<file path="src/rtl/cdb_arbiter_pkg.sv">
// Shared types for the CDB arbiter: broadcast payload and source encoding.
package cdb_arbiter_pkg;

  localparam int XLEN     = 32;
  localparam int ROB_ID_W = 4;

  typedef struct packed {
    logic [ROB_ID_W-1:0] idx;
    logic [XLEN-1:0]     val;
  } cdb_entry_t;

  typedef enum logic {
    SRC_ALU = 1'b0,
    SRC_LSB = 1'b1
  } cdb_src_e;

endpackage

</file>
<file path="src/rtl/cdb_arbiter_fifo.sv">
// Per-requester skid FIFO; DEPTH must be a power of two so pointers wrap naturally.
module cdb_fifo
  import cdb_arbiter_pkg::*;
#(
  parameter int DEPTH = 4
) (
  input  logic                   clk,
  input  logic                   rst,
  input  logic                   flush,
  input  logic                   push,
  input  logic                   pop,
  input  cdb_entry_t             wr_entry,
  output cdb_entry_t             head,
  output logic [$clog2(DEPTH):0] count
);

  localparam int PTR_W = $clog2(DEPTH);

  cdb_entry_t       mem [DEPTH];
  logic [PTR_W-1:0] rd_ptr;
  logic [PTR_W-1:0] wr_ptr;

  always_ff @(posedge clk or negedge rst) begin
    if (!rst) begin
      rd_ptr <= '0;
      wr_ptr <= '0;
      count  <= '0;
    end else if (flush) begin
      rd_ptr <= '0;
      wr_ptr <= '0;
      count  <= '0;
    end else begin
      if (push) wr_ptr <= wr_ptr + 1'b1;
      if (pop)  rd_ptr <= rd_ptr + 1'b1;
      case ({push, pop})
        2'b10:   count <= count + 1'b1;
        2'b01:   count <= count - 1'b1;
        default: count <= count;
      endcase
    end
  end

  // Storage needs no reset: only slots between rd_ptr and wr_ptr are ever read.
  always_ff @(posedge clk) begin
    if (push && !flush) mem[wr_ptr] <= wr_entry;
  end

  assign head = mem[rd_ptr];

endmodule

</file>
<file path="src/rtl/cdb_arbiter.sv">
// Round-robin arbiter sharing the CDB between ALU and LSB, each behind a skid FIFO.
// Define CDB_STATS_EN to add the stat_conflict / stat_stall counters.
module cdb_arbiter
  import cdb_arbiter_pkg::*;
#(
  parameter int FIFO_DEPTH = 4
) (
  input  logic                clk,
  input  logic                rst,
  input  logic                rdy,
  input  logic                jp_wrong,
  input  logic                alu_valid,
  input  logic [ROB_ID_W-1:0] alu_idx,
  input  logic [XLEN-1:0]     alu_val,
  output logic                alu_ready,
  input  logic                lsb_valid,
  input  logic [ROB_ID_W-1:0] lsb_idx,
  input  logic [XLEN-1:0]     lsb_val,
  output logic                lsb_ready,
  output logic                cdb_valid,
  output logic                cdb_src,
  output logic [ROB_ID_W-1:0] cdb_idx,
  output logic [XLEN-1:0]     cdb_val
`ifdef CDB_STATS_EN
  ,
  output logic [31:0]         stat_conflict,
  output logic [31:0]         stat_stall
`endif
);

  localparam int CNT_W = $clog2(FIFO_DEPTH) + 1;
  localparam logic [CNT_W-1:0] FULL_COUNT = CNT_W'(FIFO_DEPTH);

  logic [CNT_W-1:0] alu_count, lsb_count;
  cdb_entry_t       alu_head, lsb_head, pop_entry;
  logic             arb_en, alu_push, lsb_push, alu_pop, lsb_pop;
  logic             alu_pending, lsb_pending;
  cdb_src_e         rr_last, winner;

  // Ready comes from the registered count only, so a full FIFO never accepts even if it pops.
  assign alu_ready   = rst && rdy && (alu_count < FULL_COUNT);
  assign lsb_ready   = rst && rdy && (lsb_count < FULL_COUNT);
  assign arb_en      = rdy && !jp_wrong;
  assign alu_push    = alu_valid && alu_ready && arb_en;
  assign lsb_push    = lsb_valid && lsb_ready && arb_en;
  assign alu_pending = (alu_count != '0);
  assign lsb_pending = (lsb_count != '0);

  always_comb begin
    winner = SRC_ALU;
    if (alu_pending && lsb_pending) winner = (rr_last == SRC_ALU) ? SRC_LSB : SRC_ALU;
    else if (lsb_pending)           winner = SRC_LSB;
  end

  assign alu_pop   = arb_en && alu_pending && (winner == SRC_ALU);
  assign lsb_pop   = arb_en && lsb_pending && (winner == SRC_LSB);
  assign pop_entry = (winner == SRC_LSB) ? lsb_head : alu_head;

  cdb_fifo #(.DEPTH(FIFO_DEPTH)) u_alu_fifo (
    .clk      (clk),
    .rst      (rst),
    .flush    (jp_wrong),
    .push     (alu_push),
    .pop      (alu_pop),
    .wr_entry ('{idx: alu_idx, val: alu_val}),
    .head     (alu_head),
    .count    (alu_count)
  );

  cdb_fifo #(.DEPTH(FIFO_DEPTH)) u_lsb_fifo (
    .clk      (clk),
    .rst      (rst),
    .flush    (jp_wrong),
    .push     (lsb_push),
    .pop      (lsb_pop),
    .wr_entry ('{idx: lsb_idx, val: lsb_val}),
    .head     (lsb_head),
    .count    (lsb_count)
  );

  // rr_last starts at LSB so the ALU wins the first tie; it only moves on a real tie.
  always_ff @(posedge clk or negedge rst) begin
    if (!rst) begin
      cdb_valid <= 1'b0;
      cdb_src   <= 1'b0;
      cdb_idx   <= '0;
      cdb_val   <= '0;
      rr_last   <= SRC_LSB;
    end else if (jp_wrong) begin
      cdb_valid <= 1'b0;
    end else if (rdy) begin
      if (alu_pop || lsb_pop) begin
        cdb_valid <= 1'b1;
        cdb_src   <= winner;
        cdb_idx   <= pop_entry.idx;
        cdb_val   <= pop_entry.val;
        if (alu_pending && lsb_pending) rr_last <= winner;
      end else begin
        cdb_valid <= 1'b0;
      end
    end
  end

`ifdef CDB_STATS_EN
  logic conflict_evt, stall_evt;

  assign conflict_evt = arb_en && alu_pending && lsb_pending;
  assign stall_evt    = (alu_valid && !alu_ready) || (lsb_valid && !lsb_ready);

  always_ff @(posedge clk or negedge rst) begin
    if (!rst) begin
      stat_conflict <= '0;
      stat_stall    <= '0;
    end else if (rdy) begin
      if (conflict_evt && (stat_conflict != '1)) stat_conflict <= stat_conflict + 1'b1;
      if (stall_evt && (stat_stall != '1))       stat_stall    <= stat_stall + 1'b1;
    end
  end
`endif

endmodule

</file>
<file path="config.mk">
export PLATFORM = sky130hd
export DESIGN_NAME = cdb_arbiter
export DESIGN_NICKNAME = d
export VERILOG_FILES = /design/src/rtl/cdb_arbiter_pkg.sv /design/src/rtl/cdb_arbiter_fifo.sv /design/src/rtl/cdb_arbiter.sv
export SDC_FILE = /design/constraint.sdc
export NUM_CORES = 1
export LEC_CHECK = 0
export BUFFER_PORTS_ARGS = -buffer_cell sky130_fd_sc_hd__buf_2
export CORE_MARGIN = 4
export CORE_UTILIZATION = 65
export CTS_BUF_LIST = sky130_fd_sc_hd__clkbuf_4
export DETAILED_ROUTE_END_ITERATION = 12
export PLACE_DENSITY = 0.86
export SYNTH_ARGS = -nofsm -noshare
export SYNTH_HDL_FRONTEND = slang
export SYNTH_SLANG_ARGS = --single-unit
export TNS_END_PERCENT = 100
</file>
<file path="constraint.sdc">
create_clock -name clk -period 5.32 [get_ports clk]
set_input_delay 0.532 -clock clk [delete_from_list [all_inputs] [get_ports clk]]
set_output_delay 0.532 -clock clk [all_outputs]
set_load 0.05 [all_outputs]
</file>
### Word-level counts from Yosys, hierarchy flattened

Memory sizes are Yosys's and may differ from the RTL's.
Cells that the tools add are included.

| storage, ports and cells | value |
|---|---|
| flip-flop bits (word level) | 53 |
| memory bits (writable) | 288 |
| bits of input ports | 78 |
| output and inout bits | 40 |
| logic and storage cells | 80 |
| memories | 2 |

Memories:

| name | depth | width | read ports | clocked after memory_dff | write ports | line | RTL |
|---|---|---|---|---|---|---|---|
| u_alu_fifo.mem | 4 | 36 | 1 | 0 | 1 | cdb_arbiter_fifo.sv:19 | `cdb_entry_t mem [DEPTH];` |
| u_lsb_fifo.mem | 4 | 36 | 1 | 0 | 1 | cdb_arbiter_fifo.sv:19 |  |

| operators by class | value |
|---|---|
| add/sub/neg operators | 8 |
| magnitude comparators | 2 |
| equality and inequality tests | 4 |
| multiplexer cells | 23 |
| bitwise gates (word level) | 2 |
| reductions and logical operators | 28 |

Operator list:

| cell | count |
|---|---|
| $mux W36 | 1 |
| $mux W2 | 8 |
| $logic_and A1 B1 Y1 | 15 |
| $pmux W3 S2 | 2 |
| $reduce_bool A3 Y1 | 4 |
| $mux W1 | 10 |
| $reduce_bool A2 Y1 | 5 |
| $add A2 B1 Y2 const B | 4 |
| $add A3 B1 Y3 const B | 2 |
| $lt A3 B3 Y1 const B | 2 |
| $mux W3 | 2 |
| $sub A3 B1 Y3 const B | 2 |
| $eq A2 B1 Y1 const B | 2 |
| $eq A2 B2 Y1 const B | 2 |
| $reduce_and A4 Y1 | 1 |
| $reduce_and A3 Y1 | 1 |
| $not A1 Y1 | 2 |
| $logic_not A1 Y1 | 1 |
| $logic_or A1 B1 Y1 | 1 |

### Logic depth before layout (Yosys ltp)

Gate-level depths: netlist of the first run.

| depth | value |
|---|---|
| depth in word-level cells | 9 |
| gate-level depth with buffers | 10 |
| gate-level depth less buffers | 7 |

### Modules after synthesis

Synthesis of the first run repeated with hierarchy kept, for this count alone.

| second synthesis, totals | value |
|---|---|
| cells, all modules | 678 |
| area, all modules | 13115.1 sq um |

By module, submodules not included:

| module | instances | cells an instance | area each (sq um) | sequential area each (sq um) |
|---|---|---|---|---|
| cdb_fifo | 2 | 229 | 5636.7 | 4499.3 |
| cdb_arbiter | 1 | 220 | 1841.8 | 977.2 |

### Worst setup path before layout of the first run

Ideal clock, no wire load.

| timing path | value |
|---|---|
| path type | input to register |
| start point | input port rst |
| end point | memory u_alu_fifo.mem[0][0] in the netlist's numbering (enable) |
| setup time | 0.397 ns |
| arrival | 2.132 ns |
| required time | 4.923 ns |
| setup slack | 2.792 ns |
| stages | 4 |
| path buffers | 2 |
| cells stage by stage | and4b_1 > clkbuf_1 > clkbuf_1 > and3_1 |

| between the ends | value |
|---|---|
| word-level cells in the longest chain between the ends | 7 |

RTL lines:

| item | line | RTL |
|---|---|---|
| from (decl) | cdb_arbiter.sv:9 | `input logic rst,` |
| $logic_and A1 B1 Y1 (2 in series) | cdb_arbiter.sv:41 | `assign alu_ready = rst && rdy && (alu_count < FULL_COUNT);` |
| $logic_and A1 B1 Y1 (2 in series) | cdb_arbiter.sv:44 | `assign alu_push = alu_valid && alu_ready && arb_en;` |
| $logic_and A1 B1 Y1 | cdb_arbiter_fifo.sv:45 | `if (push && !flush) mem[wr_ptr] <= wr_entry;` |
| $mux W1 | cdb_arbiter_fifo.sv:45 |  |
| $mux W1 (not written as such) | cdb_arbiter_fifo.sv:45 |  |
| to (decl) | cdb_arbiter_fifo.sv:19 |  |

No other way between the ends.

### Worst setup path in the final report of the first run

| timing path | value |
|---|---|
| start point | input port rst |
| end point | output port lsb_ready |

| between the ends | value |
|---|---|
| word-level cells in the longest chain between the ends | 2 |

RTL lines:

| item | line | RTL |
|---|---|---|
| $logic_and A1 B1 Y1 (2 in series) | cdb_arbiter.sv:42 | `assign lsb_ready = rst && rdy && (lsb_count < FULL_COUNT);` |
| to (decl) | cdb_arbiter.sv:19 | `output logic lsb_ready,` |

No other way between the ends.

==> Flow_metrics.wiki, run 1 <==
{| class="wikitable"
! Metric !! Value
|-
| Post-synthesis simple-gate area fraction || roughly 3.2%
|-
| Total GRT Usage || roughly a quarter
|-
| Endpoints failing setup || 0
|-
| Number of rows created at floorplan || just over 50
|-
| Antenna-violating nets left || 0
|-
| Required @ worst endpoint || approximately 4.8 ns
|-
| Delay of the slowest cell on the worst path || between 0.6 and 0.7 ns
|-
| Initial core utilization || around 67%
|-
| Switching power as a share of total power || about a third
|-
| Half-perimeter wire length after placement || 16100 µm
|-
| Static Leak || about 5.4 nW
|-
| Count of vias placed by the detailed router || slightly below 7000
|-
| Post-route setup TNS || 0 ns
|-
| Clock transition at the registers of the reported paths || roughly 0.070 ns
|-
| Number of nets produced by synthesis || roughly 740
|-
| Share of the yosys chip area belonging to registers || around three quarters
|-
| DR pass1 iterations || 5
|-
| GP Congestion || around 0.76
|-
| Max FO, Critical Path || 35
|-
| Cells after Synth || between 600 and 700
|-
| Flop pwr share || between 40 and 50%
|-
| Final std cell area, no fill || 15000 µm²
|-
| Yosys reg bits || around 340
|-
| Min-Delay Path Depth || 1
|-
| Netlist Area Pre-Place || 13100 µm²
|-
| Worst-case headroom to the max-slew limit || 28.9%
|-
| Vias per inst || between 5 and 6
|-
| Yosys Warn Count || 0
|-
| Vertical die dimension || approximately 150 µm
|-
| Cell seen most often among critical-path stages || sky130_fd_sc_hd__buf_2
|-
| CTS tree || built
|-
| Quantity of I/O buffers inserted on ports || between 100 and 150
|-
| Core area || between 15000 and 20000 µm²
|-
| Number of CTS-inserted buffers || ~80
|-
| Post-Place Cell Area || around 14000 µm²
|-
| Filler cell count in the final layout || between 1000 and 1500
|-
| Aggregate global routing overflow || 0
|-
| Hold Vio Cnt, Final || 0
|-
| Cell Int Power || roughly 4.8 mW
|-
| Adder-Cell Fraction of Synth Area || under 10%
|-
| Highest Clock Rate || around 310 MHz
|-
| Areal power density over the cells || ~470 nW/µm²
|-
| Number of top-level pins || 118
|-
| Global-route wire length before repair || 41300 µm
|-
| Minimum clock period || 3.20 ns
|-
| Number of antenna violations at the first check in global routing || 1
|-
| Layout area overhead || 14.6%
|-
| CTS HTree Levels || 3
|-
| Worst vdd rail ir drop || ~390 µV
|-
| Crit path max-delay cell type || sky130_fd_sc_hd__buf_2
|-
| Area share of the leading cell type in the synthesized netlist || between 60% and 70%
|-
| Number of cells traversed by the worst register-to-register path || 5
|-
| Sum of buffers and inverters on the critical path || 4
|-
| Critical Path Stages || 6
|-
| Insertion delay to the later sink of the worst-skew pair || 0.68 ns
|-
| Combinational family with the most area after synthesis || multiplexers
|-
| Actual transition at the worst max-transition pin || ~1.1 ns
|-
| Unrepaired setup endpoints after global routing || no
|-
| Part of the total power dissipated in the clock network || about 30%
|-
| Vias in the first global route || 7533
|-
| CTS Buffer Depth || 3
|-
| Max-cap violations || 0
|-
| Net switching power figure || 2.26 mW
|-
| Final layout net count || just over 900
|-
| CP Capture Type || output pin
|-
| Share of layout cells above drive strength 1 || 38.6%
|-
| Final clock period utilization by the worst path || 60.2%
|-
| Die ar. || approximately 23000 µm²
|-
| Pin count of the biggest net entering global routing || between 40 and 50
|-
| Result of the run || complete, no violations
|-
| Most area-consuming cells after synthesis || sky130_fd_sc_hd__edfxtp_1 66%, sky130_fd_sc_hd__mux4_2 12%, sky130_fd_sc_hd__dfrtp_1 9.9%
|-
| Root Buffer || sky130_fd_sc_hd__clkbuf_4
|-
| Total clock sinks || between 300 and 400
|-
| List of cells traversed by the critical path || dlygate4sd3_1, buf_2, buf_4, nand2_1, nor2_1, buf_2
|-
| Fin Clk Skew || about 0.040 ns
|-
| Kind of start point of the critical path || input port
|-
| Total count of max-transition violations in the final report || 0
|-
| Worst hold path type || in2reg
|-
| Library cells used by synthesis || 39
|-
| Largest area contributor in the netlist || sky130_fd_sc_hd__edfxtp_1
|-
| Wirelength, routed || about 27000 µm
|-
| Drt drc || 0
|-
| Share of the synthesized netlist area taken by xor and xnor gates || less than 1%
|-
| Post-synthesis compound-gate area fraction || 2.20%
|-
| Number of DRC markers in iteration 0 || between 700 and 800
|-
| Horizontal extent of the die || about 150 µm
|-
| Part of the power in combinational logic || about a quarter
|-
| Critical setup path kind || in2out
|-
| Post-DR wirelength/cell || about 23 µm
|-
| Cell family with the largest share of critical-path delay || buffers and inverters
|-
| Avg Cell Area, Syn || 20.1 µm²
|-
| Arrival time worst endpoint || 2.67 ns
|-
| Post-synthesis mux area share || approximately 16%
|-
| Core Util, Final || around 76%
|}
## per-layer routing
metal	GRT usage [%]	part of all wire [%]	routed length, µm
met2	41.2	52	13900
met5	0	0	0
met1	32.9	38	10000
met4	8.83	2.1	554
met3	5.97	7.9	2090
## per-stage QoR
stage	hold WS [ns]	total power, mW	std cells	setup WS (ns)
2_1_floorplan	0.236	4.58	653	2.79
3_3_place_gp	0.457	4.93	1007	2.24
3_5_place_dp	0.461	5.01	1007	2.06
4_1_cts	0.00776	7.13	1156	2.07
5_1_grt	0.0229	7.40	1160	1.81
6_report	0.0704	7.08	1160	2.12
## synthesized netlist by cell type (all sizes together)
cell	n
nand3	2
a21oi	40
or3	2
or2	2
o2111a	1
and2	5
nand2	8
buf	16
xor2	2
inv	6
nor3b	2
dfstp	1
fa	2
mux2i	40
nand2b	5
o22ai	1
xnor2	5
o21ai	3
mux2	2
o211ai	1
a21o	1
edfxtp	288
and4b	1
dfrtp	52
o31a	1
clkbuf	17
and3	5
nor3	5
a31oi	2
nor2b	3
ha	8
mux4	72
nor2	50
o31ai	2
## power by group through the flow
stage / combinational [mW] / clock (mW) / sequential (mW)
2_1_floorplan: 0.853 / 0 / 3.72
3_3_place_gp: 1.69 / 0 / 3.24
3_5_place_dp: 1.76 / 0 / 3.25
4_1_cts: 1.76 / 2.17 / 3.20
5_1_grt: 1.85 / 2.33 / 3.23
6_report: 1.74 / 2.13 / 3.21
## logic make-up after synthesis
kind of cell | count (synthesis)
simple gates | 90
compound gates | 52
flops | 341
mux | 114
buf+inv | 39
fa+ha+maj | 10
xor+xnor | 7
## layout by cell type (no fill, tap or decap), types with 2 or more instances in the layout
master,instances
sky130_fd_sc_hd__xnor2_1,5
sky130_fd_sc_hd__mux4_2,72
sky130_fd_sc_hd__mux2i_1,40
sky130_fd_sc_hd__nor3b_1,2
sky130_fd_sc_hd__bufinv_16,2
sky130_fd_sc_hd__edfxtp_1,288
sky130_fd_sc_hd__nor2_1,50
sky130_fd_sc_hd__nand3_1,2
sky130_fd_sc_hd__o31ai_1,2
sky130_fd_sc_hd__dfrtp_2,4
sky130_fd_sc_hd__diode_2,4
sky130_fd_sc_hd__nand2_1,8
sky130_fd_sc_hd__xor2_1,2
sky130_fd_sc_hd__and2_2,4
sky130_fd_sc_hd__nor2b_1,3
sky130_fd_sc_hd__fa_1,2
sky130_fd_sc_hd__ha_1,8
sky130_fd_sc_hd__buf_2,117
sky130_fd_sc_hd__o21ai_0,3
sky130_fd_sc_hd__and3_2,4
sky130_fd_sc_hd__nor3_1,4
sky130_fd_sc_hd__clkinv_1,18
sky130_fd_sc_hd__or3_1,2
sky130_fd_sc_hd__inv_2,2
sky130_fd_sc_hd__inv_1,6
sky130_fd_sc_hd__nand2b_1,5
sky130_fd_sc_hd__dfrtp_1,48
sky130_fd_sc_hd__or2_2,2
sky130_fd_sc_hd__a31oi_1,2
sky130_fd_sc_hd__a21oi_1,39
sky130_fd_sc_hd__clkbuf_4,122
sky130_fd_sc_hd__buf_4,5
sky130_fd_sc_hd__clkinv_2,3
## path summary, 6_finish.rpt
| check | to | from | slack (ns) |
|---|---|---|---|
| setup / recovery | lsb_ready | rst | 2.12 |
| setup reg to reg | u_lsb_fifo.count[0]$_DFFE_PN0P_ | u_lsb_fifo.count[2]$_DFFE_PN0P_ | 2.47 |
| min in group asynchronous | cdb_val[28]$_DFFE_PN0P_ | rst | 0.52 |
| max in group asynchronous | rr_last$_DFFE_PN1P_ | rst | 3.91 |
| hold reg to reg | cdb_valid$_DFFE_PN0P_ | cdb_valid$_DFFE_PN0P_ | 0.49 |
| hold / removal | u_lsb_fifo.mem[2][27]$_DFFE_PP_ | lsb_val[27] | 0.07 |
## state kept, by name (all words and copies together) (netlist names), 2 cells and up
name               count
cdb_idx                4
u_lsb_fifo.rd_ptr      2
u_lsb_fifo.mem       144
u_alu_fifo.count       3
cdb_val               32
u_alu_fifo.rd_ptr      2
u_alu_fifo.mem       144
u_lsb_fifo.wr_ptr      2
u_lsb_fifo.count       3
u_alu_fifo.wr_ptr      2
## area by class of cell
class | instances | area, µm² | area share, %
antenna | 4 | 10.0 | 0.0666
clock buffer | 122 | 916 | 6.09
clock inverter | 26 | 158 | 1.05
inverter | 6 | 22.5 | 0.150
multi-input combinational | 273 | 2980 | 19.8
sequential | 341 | 9980 | 66.4
tap | 265 | 332 | 2.21
timing repair buffer | 123 | 633 | 4.21
## repair_timing
| item | in CTS | in global routing |
|---|---|---|
| buffers inserted | 0 | 0 |
| hold buffers | 1 | 0 |
| gates resized for setup | 0 | 0 |
| endpoints found under the hold margin | 32 | 0 |
(Power assumes the default switching activity.)
==> run 2: changes to the inputs <==
--- a/config.mk
+++ b/config.mk
@@ -7,10 +7,10 @@
 export LEC_CHECK = 0
 export BUFFER_PORTS_ARGS = -buffer_cell sky130_fd_sc_hd__buf_2
 export CORE_MARGIN = 4
-export CORE_UTILIZATION = 65
+export CORE_UTILIZATION = 55
 export CTS_BUF_LIST = sky130_fd_sc_hd__clkbuf_4
 export DETAILED_ROUTE_END_ITERATION = 12
-export PLACE_DENSITY = 0.86
+export PLACE_DENSITY = 0.78
 export SYNTH_ARGS = -nofsm -noshare
 export SYNTH_HDL_FRONTEND = slang
 export SYNTH_SLANG_ARGS = --single-unit
==> constraint.sdc (replaced) <==
create_clock -name clk -period 2.8 [get_ports clk]
set_input_delay 0.28 -clock clk [delete_from_list [all_inputs] [get_ports clk]]
set_output_delay 0.28 -clock clk [all_outputs]
set_load 0.05 [all_outputs]
==> Flow_metrics.wiki, run 2 (synthesis gave the netlist of run 1 again) <==
{| class="wikitable"
! Metric !! Value
|-
| Number of diodes || 0
|-
| Number of antenna violations at the first check in global routing || 1
|-
| Drt drc || 0
|-
| Final clock period utilization by the worst path || about 87%
|-
| GP Congestion || a little over 0.8
|-
| CTS tree || built
|-
| Overall power after layout || 13.7 mW
|-
| Result of the run || complete, no violations
|-
| Minimum clock period || roughly 2.4 ns
|-
| Max-cap violations || 0
|-
| CTS HTree Levels || 3
|-
| Worst flop-to-flop path startpoint || u_alu_fifo.count[2]$_DFFE_PN0P_
|-
| Required @ worst endpoint || about 2.5 ns
|-
| Hold EP || u_lsb_fifo.count[2]$_DFFE_PN0P_
|-
| Initial core utilization || 55.9%
|-
| Hold_ws || about 0.13 ns
|-
| Post-route setup TNS || 0 ns
|-
| Count of vias placed by the detailed router || between 7000 and 8000
|-
| Most used cells in the layout excluding fill and tap cells || 288 x sky130_fd_sc_hd__edfxtp_1, 124 x sky130_fd_sc_hd__clkbuf_4, 117 x sky130_fd_sc_hd__buf_2, 75 x sky130_fd_sc_hd__dlygate4sd3_1, 72 x sky130_fd_sc_hd__mux4_2
|-
| Number of top-level pins || 118
|-
| Actual transition at the worst max-transition pin || just over 1 ns
|-
| Setup slack of the worst register-to-register path || 0.50 ns
|-
| Critical setup path kind || in2out
|-
| Number of rows created at floorplan || 56
|-
| FF/Latch Area || approximately 10000 µm²
|-
| Number of buffers inserted to repair setup after CTS || 0
|-
| Filler cell count in the final layout || about 1500
|-
| Max FO, Critical Path || 54
|-
| Share of layout cells above drive strength 1 || 36.7%
|-
| Largest registers || u_alu_fifo.mem: 144 flops, u_lsb_fifo.mem: 144 flops, cdb_val: 32 flops
|-
| Number of resized instances in the post-cts repair step || 0
|-
| Die ar. || 26400 µm²
|-
| Highest Clock Rate || a little over 400 MHz
|-
| CTS Buffer Depth || 3
|-
| Min-Delay Path Depth || 4
|-
| Total count of max-transition violations in the final report || 0
|-
| Static Leak || just under 6 nW
|-
| Area used by multi-input combinational logic || slightly below 3000 µm²
|-
| Insertion delay to the later sink of the worst-skew pair || between 0.6 and 0.7 ns
|-
| Half-perimeter wire length after placement || approximately 17000 µm
|-
| Vertical die dimension || between 150 and 200 µm
|-
| Total clock sinks || between 300 and 400
|-
| Horizontal extent of the die || about 160 µm
|-
| Core area || between 20000 and 25000 µm²
|-
| Vias per inst || 5.50
|-
| Layout area overhead || 22.6%
|-
| Number of DRC markers in iteration 0 || around 600
|-
| Kind of start point of the critical path || input port
|-
| Root Buffer || sky130_fd_sc_hd__clkbuf_4
|-
| Global-route wire length before repair || 42600 µm
|-
| Post-DR wirelength/cell || a little over 20 µm
|-
| Number of CTS-inserted buffers || 82
|-
| Vias in the first global route || 7858
|-
| Fin Clk Skew || between 0.03 and 0.04 ns
|-
| Aggregate global routing overflow || 0
|-
| Worst-case headroom to the max-slew limit || 31.4%
|-
| Number of buffers inserted for hold repair after clock tree synthesis || between 70 and 80
|-
| Pin count of the biggest net entering global routing || 55
|-
| CP Capture Type || output pin
|-
| DR pass1 iterations || 5
|-
| Hold Vio Cnt, Final || 0
|-
| Clock transition at the registers of the reported paths || 0.07 ns
|-
| Final layout net count || between 1000 and 1500
|-
| Antenna-violating nets left || 0
|-
| Worst vdd rail ir drop || between 400 and 500 µV
|-
| Reg-to-reg endpoint || u_alu_fifo.count[2]$_DFFE_PN0P_
|-
| Wirelength, routed || 26900 µm
|-
| Quantity of I/O buffers inserted on ports || between 100 and 150
|-
| Commonest non-fill, non-tap cell in the layout || sky130_fd_sc_hd__edfxtp_1
|-
| Arrival time worst endpoint || between 2 and 2.5 ns
|-
| Total GRT Usage || 21.2%
|-
| Worst hold path type || in2reg
|-
| Number of cells traversed by the worst register-to-register path || 7
|-
| Areal power density over the cells || approximately 850 nW/µm²
|-
| Endpoints failing setup || 0
|-
| Unrepaired setup endpoints after global routing || no
|-
| Core Util, Final || 68.5%
|-
| Beginning of the worst hold path || lsb_valid
|}
-- run 2: routing by layer --
metal  vias to the layer above  share of wire (%)  global-route usage (%)  wire [µm]
met5                         -              0.045                       0         12
met4                         2                1.5                    6.81        404
met3                        37                7.7                    5.77       2060
met2                       295                 51                    33.9      13600
met1                      3642                 40                    29.1      10800
li1                       3199                  -                       -          -
-- run 2: layout make-up --
class / count / share of cell area, %
inverters: 6 / 0.140
clock buffers: 124 / 5.79
well taps: 319 / 2.48
multi-input cells: 273 / 18.5
repair buffers: 214 / 9.81
clock inverters: 28 / 1.16
flip-flops and latches: 341 / 62.1
-- run 2: report_power, final --
| part | switching (mW) | internal, mW |
|---|---|---|
| logic | 2.18 | 1.22 |
| clock network | 1.87 | 2.31 |
| registers | 0.255 | 5.85 |
| total | 4.31 | 9.38 |
-- run 2: worst max path at each step --
stage	end	start	slack, ns
3_3_place_gp	u_alu_fifo.count[2]$_DFFE_PN0P_	u_alu_fifo.count[2]$_DFFE_PN0P_	0.71
6_report	alu_ready	rst	0.36
3_5_place_dp	u_alu_fifo.count[2]$_DFFE_PN0P_	u_alu_fifo.count[2]$_DFFE_PN0P_	0.51
4_1_cts	alu_ready	rst	0.31
2_1_floorplan	u_alu_fifo.mem[0][0]$_DFFE_PP_	u_alu_fifo.count[2]$_DFFE_PN0P_	0.32
5_1_grt	lsb_ready	rst	0.25
-- run 2: critical path, stage by stage --
cell and delay, ns:
sky130_fd_sc_hd__dlygate4sd3_1 0.51, sky130_fd_sc_hd__buf_2 0.13, sky130_fd_sc_hd__buf_4 0.62, sky130_fd_sc_hd__nand2_1 0.18, sky130_fd_sc_hd__nor2_1 0.13, sky130_fd_sc_hd__buf_2 0.28
-- run 2: stage by stage --
step                      instance area, µm²  cells  worst slack (ns)
final                                  16100   1305             0.363
after global routing                   16100   1305             0.246
after CTS                              16100   1305             0.306
after detailed placement               14200   1078             0.509
after global placement                 14200   1078             0.710
after floorplan                        13100    653             0.318
==> run 3: changes to the inputs <==
--- a/config.mk
+++ b/config.mk
@@ -7,10 +7,10 @@
 export LEC_CHECK = 0
 export BUFFER_PORTS_ARGS = -buffer_cell sky130_fd_sc_hd__buf_2
 export CORE_MARGIN = 4
-export CORE_UTILIZATION = 55
+export CORE_UTILIZATION = 47
 export CTS_BUF_LIST = sky130_fd_sc_hd__clkbuf_4
 export DETAILED_ROUTE_END_ITERATION = 12
-export PLACE_DENSITY = 0.78
+export PLACE_DENSITY = 0.68
 export SYNTH_ARGS = -nofsm -noshare
 export SYNTH_HDL_FRONTEND = slang
 export SYNTH_SLANG_ARGS = --single-unit
==> Flow_metrics.wiki, run 3 (synthesis gave the netlist of run 1 again) <==
{| class="wikitable"
! Metric !! Value
|-
| Result of the run || complete, no violations
|-
| Number of rows created at floorplan || 60
|-
| Vias in the first global route || 7871
|-
| Insertion delay to the later sink of the worst-skew pair || 0.70 ns
|-
| Net switching power figure || 4.30 mW
|-
| Hold_ws || roughly 0.067 ns
|-
| Part of the total power dissipated in the clock network || about a third
|-
| Total clock sinks || about 340
|-
| Total GRT Usage || a little under a fifth
|-
| CP Capture Type || output pin
|-
| Vertical die dimension || between 150 and 200 µm
|-
| Antenna-violating nets left || 0
|-
| DR pass1 iterations || 5
|-
| Hold Vio Cnt, Final || 0
|-
| Clock transition at the registers of the reported paths || 0.06 ns
|-
| CTS tree || built
|-
| Highest Clock Rate || between 400 and 500 MHz
|-
| Half-perimeter wire length after placement || roughly 17000 µm
|-
| Arrival time worst endpoint || about 2.1 ns
|-
| Max FO, Critical Path || 54
|-
| Part of the power in combinational logic || around 23%
|-
| Number of antenna violations at the first check in global routing || 3
|-
| Initial core utilization || between 40% and 50%
|-
| Max-cap violations || 0
|-
| Die ar. || about 31000 µm²
|-
| Core Util, Final || 59.8%
|-
| Areal power density over the cells || ~860 nW/µm²
|-
| Minimum clock period || 2.41 ns
|-
| Commonest non-fill, non-tap cell in the layout || sky130_fd_sc_hd__edfxtp_1
|-
| Critical setup path kind || in2out
|-
| Post-DR wirelength/cell || 19.9 µm
|-
| Pin count of the biggest net entering global routing || 55
|-
| Worst-case headroom to the max-slew limit || 30.8%
|-
| Overall power after layout || around 14 mW
|-
| Endpoints failing setup || 0
|-
| Flop pwr share || 44.8%
|-
| Number of DRC markers in iteration 0 || ~570
|-
| Share of layout cells above drive strength 1 || a little under two fifths
|-
| Worst hold path type || in2reg
|-
| Aggregate global routing overflow || 0
|-
| Core area || between 20000 and 30000 µm²
|-
| Fin Clk Skew || around 0.057 ns
|-
| Switching power as a share of total power || a little under a third
|-
| Drt drc || 0
|-
| Static Leak || 5.92 nW
|-
| Number of top-level pins || ~120
|-
| Final layout net count || slightly above 1000
|-
| Layout area overhead || 23.9%
|-
| Post-route setup TNS || 0 ns
|-
| Wirelength, routed || about 27000 µm
|-
| Largest registers || u_alu_fifo.mem: 144 flops, u_lsb_fifo.mem: 144 flops, cdb_val: 32 flops
|-
| Vias per inst || 5.24
|-
| Quantity of I/O buffers inserted on ports || 117
|-
| Horizontal extent of the die || 175 µm
|-
| Count of vias placed by the detailed router || 7149
|-
| Worst vdd rail ir drop || about 550 µV
|-
| GP Congestion || a little under 0.8
|-
| Unrepaired setup endpoints after global routing || no
|-
| Actual transition at the worst max-transition pin || 1.04 ns
|-
| Required @ worst endpoint || between 2 and 3 ns
|-
| CTS Buffer Depth || 3
|-
| Cell Int Power || approximately 9.7 mW
|-
| Global-route wire length before repair || approximately 44000 µm
|-
| Number of resized instances in the post-cts repair step || 0
|-
| Kind of start point of the critical path || input port
|-
| Root Buffer || sky130_fd_sc_hd__clkbuf_4
|-
| Most used cells in the layout excluding fill and tap cells || 288 x sky130_fd_sc_hd__edfxtp_1, 140 x sky130_fd_sc_hd__clkbuf_4, 117 x sky130_fd_sc_hd__buf_2, 74 x sky130_fd_sc_hd__dlygate4sd3_1, 72 x sky130_fd_sc_hd__mux4_2
|-
| Total count of max-transition violations in the final report || 0
|-
| Number of CTS-inserted buffers || 85
|-
| CTS HTree Levels || 3
|-
| Final clock period utilization by the worst path || a little under nine tenths
|}
## run 3: changes by cell type in the layout (fill, tap and decap cells not counted), moves of 2 or more
| cell | delta |
|---|---|
| sky130_fd_sc_hd__clkbuf_4 | +16 |
| sky130_fd_sc_hd__clkinv_1 | -13 |
| sky130_fd_sc_hd__dfrtp_2 | -2 |
| sky130_fd_sc_hd__dfrtp_4 | +2 |
| sky130_fd_sc_hd__diode_2 | +2 |
## run 3: layout make-up
class                      count  area, µm²
antenna                        2       5.00
clock buffer                 140       1050
clock inverter                17        181
fill                        2048      10900
inverter                       6       22.5
multi-input combinational    273       2980
sequential                   341       9990
tap                          372        465
timing repair buffer         213       1550
## run 3: routing by layer
| metal | wire (µm) | share of wire (%) | vias up | track usage (%) |
|---|---|---|---|---|
| met2 | 13900 | 51 | 253 | 30.6 |
| li1 | - | - | 3209 | - |
| met3 | 1750 | 6.4 | 50 | 4.80 |
| met4 | 524 | 1.9 | 2 | 6.22 |
| met5 | 13 | 0.048 | - | 0 |
| met1 | 11000 | 41 | 3635 | 24.0 |
## run 3: worst max-delay path, cell delays in order
cell	delay, ns
sky130_fd_sc_hd__dlygate4sd3_1	0.52
sky130_fd_sc_hd__buf_2	0.12
sky130_fd_sc_hd__buf_4	0.62
sky130_fd_sc_hd__nand2_1	0.16
sky130_fd_sc_hd__nor2_1	0.14
sky130_fd_sc_hd__buf_2	0.28
## run 3: power by group through the flow
stage | logic, mW | registers (mW) | clock network [mW]
floorplan | 1.62 | 7.08 | 0
global placement | 3.07 | 6.36 | 0
detailed placement | 3.13 | 6.38 | 0
CTS | 3.22 | 6.28 | 4.66
global route | 3.40 | 6.33 | 5.00
finish | 3.19 | 6.26 | 4.53
## run 3: what timing repair did
| action | 4_1_cts | 5_1_grt |
|---|---|---|
| hold buffers | 74 | 0 |
| buffers inserted | 0 | 0 |
| hold endpoints to repair | 341 | 0 |
## run 3: worst paths after layout
path,from,endpoint,slack (ns),cells past startpoint
min,jp_wrong,u_alu_fifo.rd_ptr[1]$_DFFE_PN0P_,0.07,3
min reg2reg,cdb_valid$_DFFE_PN0P_,cdb_valid$_DFFE_PN0P_,0.49,1
max,rst,lsb_ready,0.39,6
min in group asynchronous,rst,cdb_val[27]$_DFFE_PN0P_,0.33,3
max reg2reg,u_alu_fifo.count[2]$_DFFE_PN0P_,u_alu_fifo.count[2]$_DFFE_PN0P_,0.55,7
max in group asynchronous,rst,u_lsb_fifo.rd_ptr[0]$_DFFE_PN0P_,1.83,3
## run 3: through the flow
step / worst slack (ns) / cell area [µm²] / instances
after floorplan: 0.318 / 13100 / 653
after global placement: 0.636 / 14300 / 1131
after detailed placement: 0.567 / 14300 / 1131
after CTS: 0.343 / 16200 / 1362
after global routing: 0.201 / 16200 / 1364
final: 0.389 / 16200 / 1364
